`src/rtl/mealy_seq_detector_if.sv`:
```
// Serial stream, pattern-load and status bundle for mealy_seq_detector.
// The detector binds to the slave modport; the driving side uses master.
interface mealy_seq_detector_if #(
  parameter int unsigned PAT_LEN = 4,
  parameter int unsigned CNT_W   = 8
);
  localparam int unsigned SW = $clog2(PAT_LEN);

  logic               inp;
  logic               in_valid;
  logic               pat_load;
  logic [PAT_LEN-1:0] pat_in;
  logic               outp;
  logic [SW-1:0]      state;
  logic [PAT_LEN-1:0] history;
  logic [CNT_W-1:0]   match_cnt;

  modport master (
    output inp, in_valid, pat_load, pat_in,
    input  outp, state, history, match_cnt
  );

  modport slave (
    input  inp, in_valid, pat_load, pat_in,
    output outp, state, history, match_cnt
  );
endinterface

```
`src/rtl/mealy_seq_detector.sv`:
```
// Mealy serial pattern detector with a runtime-loadable pattern, overlap or
// non-overlap matching, KMP-style fallback and a saturating match counter.
module mealy_seq_detector #(
  parameter int unsigned        PAT_LEN = 4,
  parameter logic [PAT_LEN-1:0] PATTERN = 4'b1011,
  parameter int unsigned        OVERLAP = 1,
  parameter int unsigned        CNT_W   = 8
) (
  input  logic                 clk,
  input  logic                 rst,
  mealy_seq_detector_if.slave  bus
);
  localparam int unsigned SW = $clog2(PAT_LEN);

  logic [PAT_LEN-1:0] pat_q, pat_d;
  logic [PAT_LEN-1:0] hist_q, hist_d;
  logic [SW-1:0]      state_q, state_d;
  logic [CNT_W-1:0]   cnt_q, cnt_d;

  logic               accept;
  logic               match;
  logic [PAT_LEN-1:0] win;
  logic [PAT_LEN-1:0] mask;
  logic               hit;
  int unsigned        lim;
  logic [SW-1:0]      fall;

  // State register
  always_ff @(posedge clk) begin
    if (rst) begin
      pat_q   <= PATTERN;
      hist_q  <= '0;
      state_q <= '0;
      cnt_q   <= '0;
    end else begin
      pat_q   <= pat_d;
      hist_q  <= hist_d;
      state_q <= state_d;
      cnt_q   <= cnt_d;
    end
  end

  // Output logic: match flag is purely combinational on the completing bit
  always_comb begin
    accept = bus.in_valid & ~bus.pat_load & ~rst;
    match  = accept & (state_q == SW'(PAT_LEN - 1)) & (bus.inp == pat_q[0]);
  end

  // Fallback: longest k <= lim whose last k window bits equal the pattern's
  // first k bits. Bounding k by state+1 keeps bits from before a reset or
  // pattern load out of the search; on a match the bound is the border length.
  always_comb begin
    win  = {hist_q[PAT_LEN-2:0], bus.inp};
    fall = '0;
    mask = '0;
    hit  = 1'b0;
    if (match) begin
      lim = (OVERLAP != 0) ? PAT_LEN - 1 : 0;
    end else begin
      lim = 32'(state_q) + 1;
      if (lim > PAT_LEN - 1) lim = PAT_LEN - 1;
    end
    for (int unsigned k = 1; k < PAT_LEN; k++) begin
      mask = {PAT_LEN{1'b1}} >> (PAT_LEN - k);
      hit  = (((win ^ (pat_q >> (PAT_LEN - k))) & mask) == '0) && (k <= lim);
      if (hit) fall = SW'(k);
    end
  end

  // Next-state logic: pat_load outranks in_valid; rst is applied in the register
  always_comb begin
    pat_d   = pat_q;
    hist_d  = hist_q;
    state_d = state_q;
    cnt_d   = cnt_q;
    if (bus.pat_load) begin
      pat_d   = bus.pat_in;
      hist_d  = '0;
      state_d = '0;
    end else if (bus.in_valid) begin
      hist_d  = win;
      state_d = fall;
      if (match && (cnt_q != '1)) cnt_d = cnt_q + CNT_W'(1);
    end
  end

  assign bus.outp      = match;
  assign bus.state     = state_q;
  assign bus.history   = hist_q;
  assign bus.match_cnt = cnt_q;
endmodule

```
`src/flat_wrapper.sv`:
```
// flat-port wrapper written by rule: the top's interface ports become plain ports
module mealy_seq_detector_flat 
#(
  parameter int unsigned        PAT_LEN = 4,
  parameter logic [PAT_LEN-1:0] PATTERN = 4'b1011,
  parameter int unsigned        OVERLAP = 1,
  parameter int unsigned        CNT_W   = 8
)
  (clk, rst, bus_inp, bus_in_valid, bus_pat_load, bus_pat_in, bus_outp, bus_state, bus_history, bus_match_cnt);
  mealy_seq_detector_if #(.PAT_LEN(PAT_LEN), .CNT_W(CNT_W)) bus_i ();
  input  logic clk;
  input  logic rst;
  input wire logic [$bits(bus_i.inp)-1:0] bus_inp;
  input wire logic [$bits(bus_i.in_valid)-1:0] bus_in_valid;
  input wire logic [$bits(bus_i.pat_load)-1:0] bus_pat_load;
  input wire logic [$bits(bus_i.pat_in)-1:0] bus_pat_in;
  output wire logic [$bits(bus_i.outp)-1:0] bus_outp;
  output wire logic [$bits(bus_i.state)-1:0] bus_state;
  output wire logic [$bits(bus_i.history)-1:0] bus_history;
  output wire logic [$bits(bus_i.match_cnt)-1:0] bus_match_cnt;
  assign bus_i.inp = bus_inp;
  assign bus_i.in_valid = bus_in_valid;
  assign bus_i.pat_load = bus_pat_load;
  assign bus_i.pat_in = bus_pat_in;
  assign bus_outp = bus_i.outp;
  assign bus_state = bus_i.state;
  assign bus_history = bus_i.history;
  assign bus_match_cnt = bus_i.match_cnt;
  mealy_seq_detector #(.PAT_LEN(PAT_LEN), .PATTERN(PATTERN), .OVERLAP(OVERLAP), .CNT_W(CNT_W)) u_core (.clk(clk), .rst(rst), .bus(bus_i));
endmodule
```
`config.mk`:
```
export PLATFORM = sky130hd
export DESIGN_NAME = mealy_seq_detector_flat
export DESIGN_NICKNAME = d
export VERILOG_FILES = /design/src/rtl/mealy_seq_detector_if.sv /design/src/rtl/mealy_seq_detector.sv /design/src/flat_wrapper.sv
export SDC_FILE = /design/constraint.sdc
export NUM_CORES = 1
export LEC_CHECK = 0
export BUFFER_PORTS_ARGS = -buffer_cell sky130_fd_sc_hd__buf_2
export CORE_AREA = 2 2 47 49
export CTS_BUF_LIST = sky130_fd_sc_hd__clkbuf_2
export CTS_CLUSTER_DIAMETER = 80
export CTS_CLUSTER_SIZE = 14
export DETAILED_ROUTE_END_ITERATION = 16
export DIE_AREA = 0 0 49 51
export PLACE_DENSITY = 0.79
export SETUP_SLACK_MARGIN = 0.15
export SLEW_MARGIN = 5
export SYNTH_ARGS = -nofsm -noshare
export SYNTH_HDL_FRONTEND = slang
export SYNTH_SLANG_ARGS = --single-unit
export TNS_END_PERCENT = 50
```
`constraint.sdc`:
```
create_clock -name clk -period 2.6 [get_ports clk]
set_input_delay 0.78 -clock clk [delete_from_list [all_inputs] [get_ports clk]]
set_output_delay 0.78 -clock clk [all_outputs]
set_load 0.02 [all_outputs]
```
==> results.sh, run 1 <==
export IMPL_clkPwrFrac_pct=27.1
export IMPL_synth_yosys_warnings=0
export IMPL_final_setup_viol_count=0
export IMPL_dp_hpwl_microns=1264
export IMPL_io_pins=24
export IMPL_cts_tree="done"
export IMPL_fmax_mhz=448.4
export IMPL_grt_pass1_wl_microns=2642
export IMPL_diodes=0
export IMPL_drt_wl_total_microns=1664
export IMPL_syn_nets=103
export IMPL_use_met1_pct=16.58
export IMPL_yosysMostFrequentCell="dfxtp_1"
export IMPL_final_nets=127
export IMPL_use_met2_pct=23.06
export IMPL_relSlewSlack_pct=78.76
export IMPL_fin_worst_skew_ps=5.067
export IMPL_placementRows=17
export IMPL_startpoint_type="primary input"
export IMPL_swShare_pct=26.17
export IMPL_rsz0062_at_grt="no"
export IMPL_grt_ovfl_total=0
export IMPL_tightest_slew_ps=317.4
export IMPL_synth_edf_count=0
export IMPL_r2r_start="u_core.bus.state[1]"
export IMPL_drt_initial_drc_count=6
export IMPL_synth_top_cell_area_share_pct=41.50
export IMPL_power_frac_seq_pct=63.2
export IMPL_r2r_slack_ps=990
export IMPL_synthesis_area_sq_um=868.3
export IMPL_clkTransAtPathRegs_ps=170
export IMPL_placed_cell_area_sq_um=993.5
export IMPL_avgSynthCellArea_sq_um=9.337
export IMPL_post_cts_buffers=0
export IMPL_synth_cells=93
export IMPL_yosys_area_top_type="dfxtp_1"
export IMPL_cts_resized_gates=0
export IMPL_ys_flop_type="dfxtp_1"
export IMPL_crit_end="bus_outp"
export IMPL_p_int_mw=0.3375
export IMPL_finalHoldViolations=0
export IMPL_synth_seq_cells=18
export IMPL_stdcell_area_sq_um=1012
export IMPL_drc=0
export IMPL_fp_dieH_microns=51
export IMPL_startpoint="bus_in_valid"
export IMPL_clock_sinks=18
export IMPL_r2r_cells=5
export IMPL_fin_crit_ps=2230
export IMPL_maxSlewViolCount=0
export IMPL_synth_top_cells_by_area="dfxtp_1, mux2i_1, a21oi_1"
export IMPL_clock_latency_ps=310
export IMPL_tns_ps=0
export IMPL_maxCapViolCount=0
export IMPL_cts_hold_buf=0
export IMPL_power_ir_vdd_worst_mv=0.2496
export IMPL_drt_vias_per_instance=5.271
export IMPL_die_area_sq_um=2499
export IMPL_antenna_left=0
export IMPL_cts_buffers_inserted=3
export IMPL_grt_max_degree=16
export IMPL_min_path_type="flip-flop to flip-flop"
export IMPL_cp_max_fo=8
export IMPL_comb_power_share_pct=9.7
export IMPL_p_leak_nw=0.4342
export IMPL_status="finished, final reports clean"
export IMPL_start_util_pct=42.09
export IMPL_chipWidth_microns=49
export IMPL_crit_arrival_ps=1450
export IMPL_rr_endpoint="u_core.bus.match_cnt[5]"
export IMPL_antenna_found_initial=0
export IMPL_cts_buffer_depth=2
export IMPL_first_global_vias=648
export IMPL_coreArea_sq_um=2063
export IMPL_pwr_density_cell_nw_per_um2=451.6
export IMPL_layout_drive_gt1_share_pct=29.31
export IMPL_synth_seq_area_share_pct=41.50
export IMPL_synth_common_cells="dfxtp_1, nor2_1, a21oi_1, mux2i_1"
export IMPL_io_buffers=23
export IMPL_cp_required_ps=1820
export IMPL_dr_pass1_iters=3
export IMPL_synthArstFlopShare_pct=0
export IMPL_grtUsageMet3_pct=2.339
export IMPL_gp_congestion=0.7149
export IMPL_wire_per_inst_microns=11.56
export IMPL_syn_to_final_growth_pct=16.57
export IMPL_busiest_layer="met2"
export IMPL_p_total_mw=0.4572
export IMPL_htreeDepth=1
export IMPL_synthDistinctLibCells=31
export IMPL_power_switching_mw=0.1196
export IMPL_finalCritPeriodShare_pct=85.77
export IMPL_vias=759
export IMPL_critPathKind="primary input to primary output"
export IMPL_clockRootBuffer="clkbuf_2"
export IMPL_track_usage_pct=13.79
export IMPL_crit_path_end_kind="primary output"
flip-flops by register name (all words and copies together), names as in the netlist:
signal	flops
u_core.bus.history	4
u_core.bus.match_cnt	8
u_core.bus.state	2
u_core.pat_q	4
metrics by stage:
stage	hold WS, ps	instances	worst slack, ps	util, %
after floorplan	524.5	93	305.4	-
final	508.0	144	369.9	49.06
after CTS	507.1	144	362.0	49.06
after global placement	472.6	140	371.7	48.15
after global routing	535.1	144	322.8	49.06
after detailed placement	484.5	140	369.5	48.15
critical path, stage by stage:
cell and delay, ps:
buf_2 180, and3_1 190, nand3_2 90, inv_1 60, buf_2 150
per-layer routing:
metal  share of wire, %  up-vias  routed length (microns)
met4                2.1        0                       35
met1                 45      358                      751
met3                4.2        5                       70
li1                   -      382                        -
met2                 48       14                      807
met5                  0        -                        0
power by group through the flow:
stage | registers, mW | clock network, mW | logic, mW
finish | 0.289 | 0.124 | 0.0444
global route | 0.290 | 0.134 | 0.0489
CTS | 0.289 | 0.125 | 0.0449
detailed placement | 0.295 | 0 | 0.0448
global placement | 0.294 | 0 | 0.0430
floorplan | 0.296 | 0 | 0.0330
logic make-up after synthesis:
kind of cell	after synthesis	synth area share, %
compound gates	20	16.14
flops	18	41.50
buf+inv	7	4.611
xor+xnor	7	7.927
fa+ha+maj	1	1.441
mux	6	7.061
simple gates	34	21.33
cell usage in the layout, fill, tap and decap left out, types with 4 or more instances in the layout:
| cell | instances |
|---|---|
| a21oi_1 | 7 |
| buf_2 | 23 |
| or4_1 | 4 |
| o31ai_1 | 4 |
| mux2i_1 | 5 |
| nor2_1 | 9 |
| dfxtp_1 | 18 |
| nor2b_1 | 4 |
| nand3_1 | 4 |
worst min path at each step:
stage                                        from                 endpoint  slack [ps]  cells after the start
after CTS                 u_core.bus.match_cnt[6]  u_core.bus.match_cnt[6]         510                      2
after detailed placement  u_core.bus.match_cnt[6]  u_core.bus.match_cnt[6]         480                      2
after floorplan                   u_core.pat_q[2]          u_core.pat_q[2]         520                      2
final                     u_core.bus.match_cnt[6]  u_core.bus.match_cnt[6]         510                      2
after global routing      u_core.bus.match_cnt[6]  u_core.bus.match_cnt[6]         540                      2
after global placement    u_core.bus.match_cnt[6]  u_core.bus.match_cnt[6]         470                      2
layout make-up:
| cell class | count | area (sq um) |
|---|---|---|
| Fill cell | 205 | 1051 |
| Multi-Input combinational cell | 68 | 467.9 |
| Sequential cell | 18 | 360.3 |
| Timing Repair Buffer | 24 | 122.6 |
| Tap cell | 28 | 35.03 |
| Clock buffer | 3 | 15.01 |
| Inverter | 2 | 7.507 |
| Clock inverter | 1 | 3.754 |
Note: power is estimated with default switching activity, not from simulation.
==> run 2, diff against run 1 <==
--- a/config.mk
+++ b/config.mk
@@ -13,6 +13,7 @@
 export DETAILED_ROUTE_END_ITERATION = 16
 export DIE_AREA = 0 0 49 51
 export PLACE_DENSITY = 0.79
+export REMOVE_ABC_BUFFERS = 1
 export SETUP_SLACK_MARGIN = 0.15
 export SLEW_MARGIN = 5
 export SYNTH_ARGS = -nofsm -noshare
==> results.sh, run 2 (same netlist as run 1, synthesis figures left out) <==
export IMPL_status="finished, final reports clean"
export IMPL_final_cell_mix="buf_2, dfxtp_1, nor2_1"
export IMPL_cts_buffer_depth=2
export IMPL_final_nets=127
export IMPL_critPathTopFamily="buffers and inverters"
export IMPL_cp_required_ps=1820
export IMPL_min_path_type="flip-flop to flip-flop"
export IMPL_vias=759
export IMPL_crit_buf_inv=3
export IMPL_first_global_vias=619
export IMPL_maxSlewViolCount=0
export IMPL_cts_buffers_inserted=3
export IMPL_gp_congestion=0.7678
export IMPL_worstPathCellList="buf_2 -> and3_1 -> nand3_2 -> inv_1 -> buf_2"
export IMPL_grt_ovfl_total=0
export IMPL_finalCritPeriodShare_pct=86.02
export IMPL_syn_to_final_growth_pct=16.14
export IMPL_drt_initial_drc_count=13
export IMPL_coreArea_sq_um=2063
export IMPL_die_area_sq_um=2499
export IMPL_tns_ps=0
export IMPL_io_pins=24
export IMPL_critPathKind="primary input to primary output"
export IMPL_tightest_slew_ps=310.7
export IMPL_final_cells=143
export IMPL_dr_pass1_iters=4
export IMPL_clock_latency_ps=290
export IMPL_critPathMaxStageDelay_ps=200
export IMPL_io_buffers=23
export IMPL_layout_drive_gt1_share_pct=29.57
export IMPL_wire_per_inst_microns=11.13
export IMPL_clockRootBuffer="clkbuf_2"
export IMPL_p_total_mw=0.4405
export IMPL_cts_tree="done"
export IMPL_crit_arrival_ps=1460
export IMPL_post_cts_buffers=0
export IMPL_cp_max_fo=8
export IMPL_placementRows=17
export IMPL_fp_dieH_microns=51
export IMPL_crit_path_end_kind="primary output"
export IMPL_dp_cells=140
export IMPL_p_leak_nw=0.4327
export IMPL_finalHoldViolations=0
export IMPL_relSlewSlack_pct=79.21
export IMPL_rsz0062_at_grt="no"
export IMPL_nFillCells=216
export IMPL_diodes=0
export IMPL_start_util_pct=42.09
export IMPL_cts_resized_gates=0
export IMPL_fin_worst_skew_ps=5.229
export IMPL_power_ir_vdd_worst_mv=0.2995
export IMPL_maxCapViolCount=0
export IMPL_worst_path_most_repeated_cell="buf_2"
export IMPL_slowest_stage="and3_1"
export IMPL_startpoint_type="primary input"
export IMPL_final_setup_viol_count=0
export IMPL_htreeDepth=1
export IMPL_final_common_cell="buf_2"
export IMPL_track_usage_pct=13.19
export IMPL_clock_sinks=18
export IMPL_cts_hold_buf=0
export IMPL_grt_pass1_wl_microns=2559
export IMPL_drc=0
export IMPL_drt_vias_per_instance=5.308
export IMPL_pwr_density_cell_nw_per_um2=436.8
export IMPL_antenna_left=0
export IMPL_grt_max_degree=16
export IMPL_drt_wl_total_microns=1592
export IMPL_fmax_mhz=447.1
export IMPL_antenna_found_initial=0
export IMPL_fin_crit_ps=2237
export IMPL_clkTransAtPathRegs_ps=140
export IMPL_chipWidth_microns=49
export IMPL_largest_reg_flops=8
export IMPL_dp_hpwl_microns=1233
==> run 2: worst paths after layout <==
kind | cells past startpoint | end | slack [ps] | startpoint
worst min-delay path | 2 | u_core.bus.match_cnt[6] | 520 | u_core.bus.match_cnt[6]
worst min register to register | 2 | u_core.bus.match_cnt[6] | 520 | u_core.bus.match_cnt[6]
worst max register to register | 5 | u_core.bus.match_cnt[6] | 1010 | u_core.bus.state[1]
worst max-delay path | 5 | bus_outp | 360 | bus_in_valid
==> run 2: where the power goes <==
part           internal (mW)  total (mW)  switching, mW
clock network         0.0315       0.107         0.0757
registers              0.282       0.289        0.00664
logic                 0.0218      0.0446         0.0228
==> run 2: area by class of cell <==
class	instances	area, sq um	area share [%]
Tap cell	28	35.03	3.474
Timing Repair Buffer	24	122.6	12.16
Inverter	2	7.507	0.7444
Multi-Input combinational cell	68	467.9	46.40
Sequential cell	18	360.3	35.73
Clock buffer	3	15.01	1.489
==> run 2: per-layer routing <==
metal | part of all wire (%) | wire length [microns] | vias to the layer above | GRT usage, %
li1 | - | - | 383 | -
met1 | 48 | 758 | 350 | 16.30
met2 | 46 | 727 | 22 | 22.15
met3 | 5.3 | 85 | 4 | 2.047
met4 | 1.3 | 20 | 0 | 7.143
met5 | 0 | 0 | - | 0
==> run 2: per-stage QoR <==
step | worst slack (ps) | hold WS [ps] | cell area (sq um) | utilization (%)
floorplan | 504.6 | 520.5 | 835.8 | -
global placement | 382.3 | 470.6 | 993.5 | 48.15
detailed placement | 359.2 | 504.1 | 993.5 | 48.15
CTS | 358.0 | 533.7 | 1008 | 48.88
global route | 302.5 | 547.6 | 1008 | 48.88
finish | 363.5 | 521.3 | 1008 | 48.88
==> run 2: worst register-to-register path: stages (launching register included) <==
cell and delay [ps]:
dfxtp_1 420, and3_1 190, nand3_2 90, buf_4 190, or4_1 500, a21oi_1 150
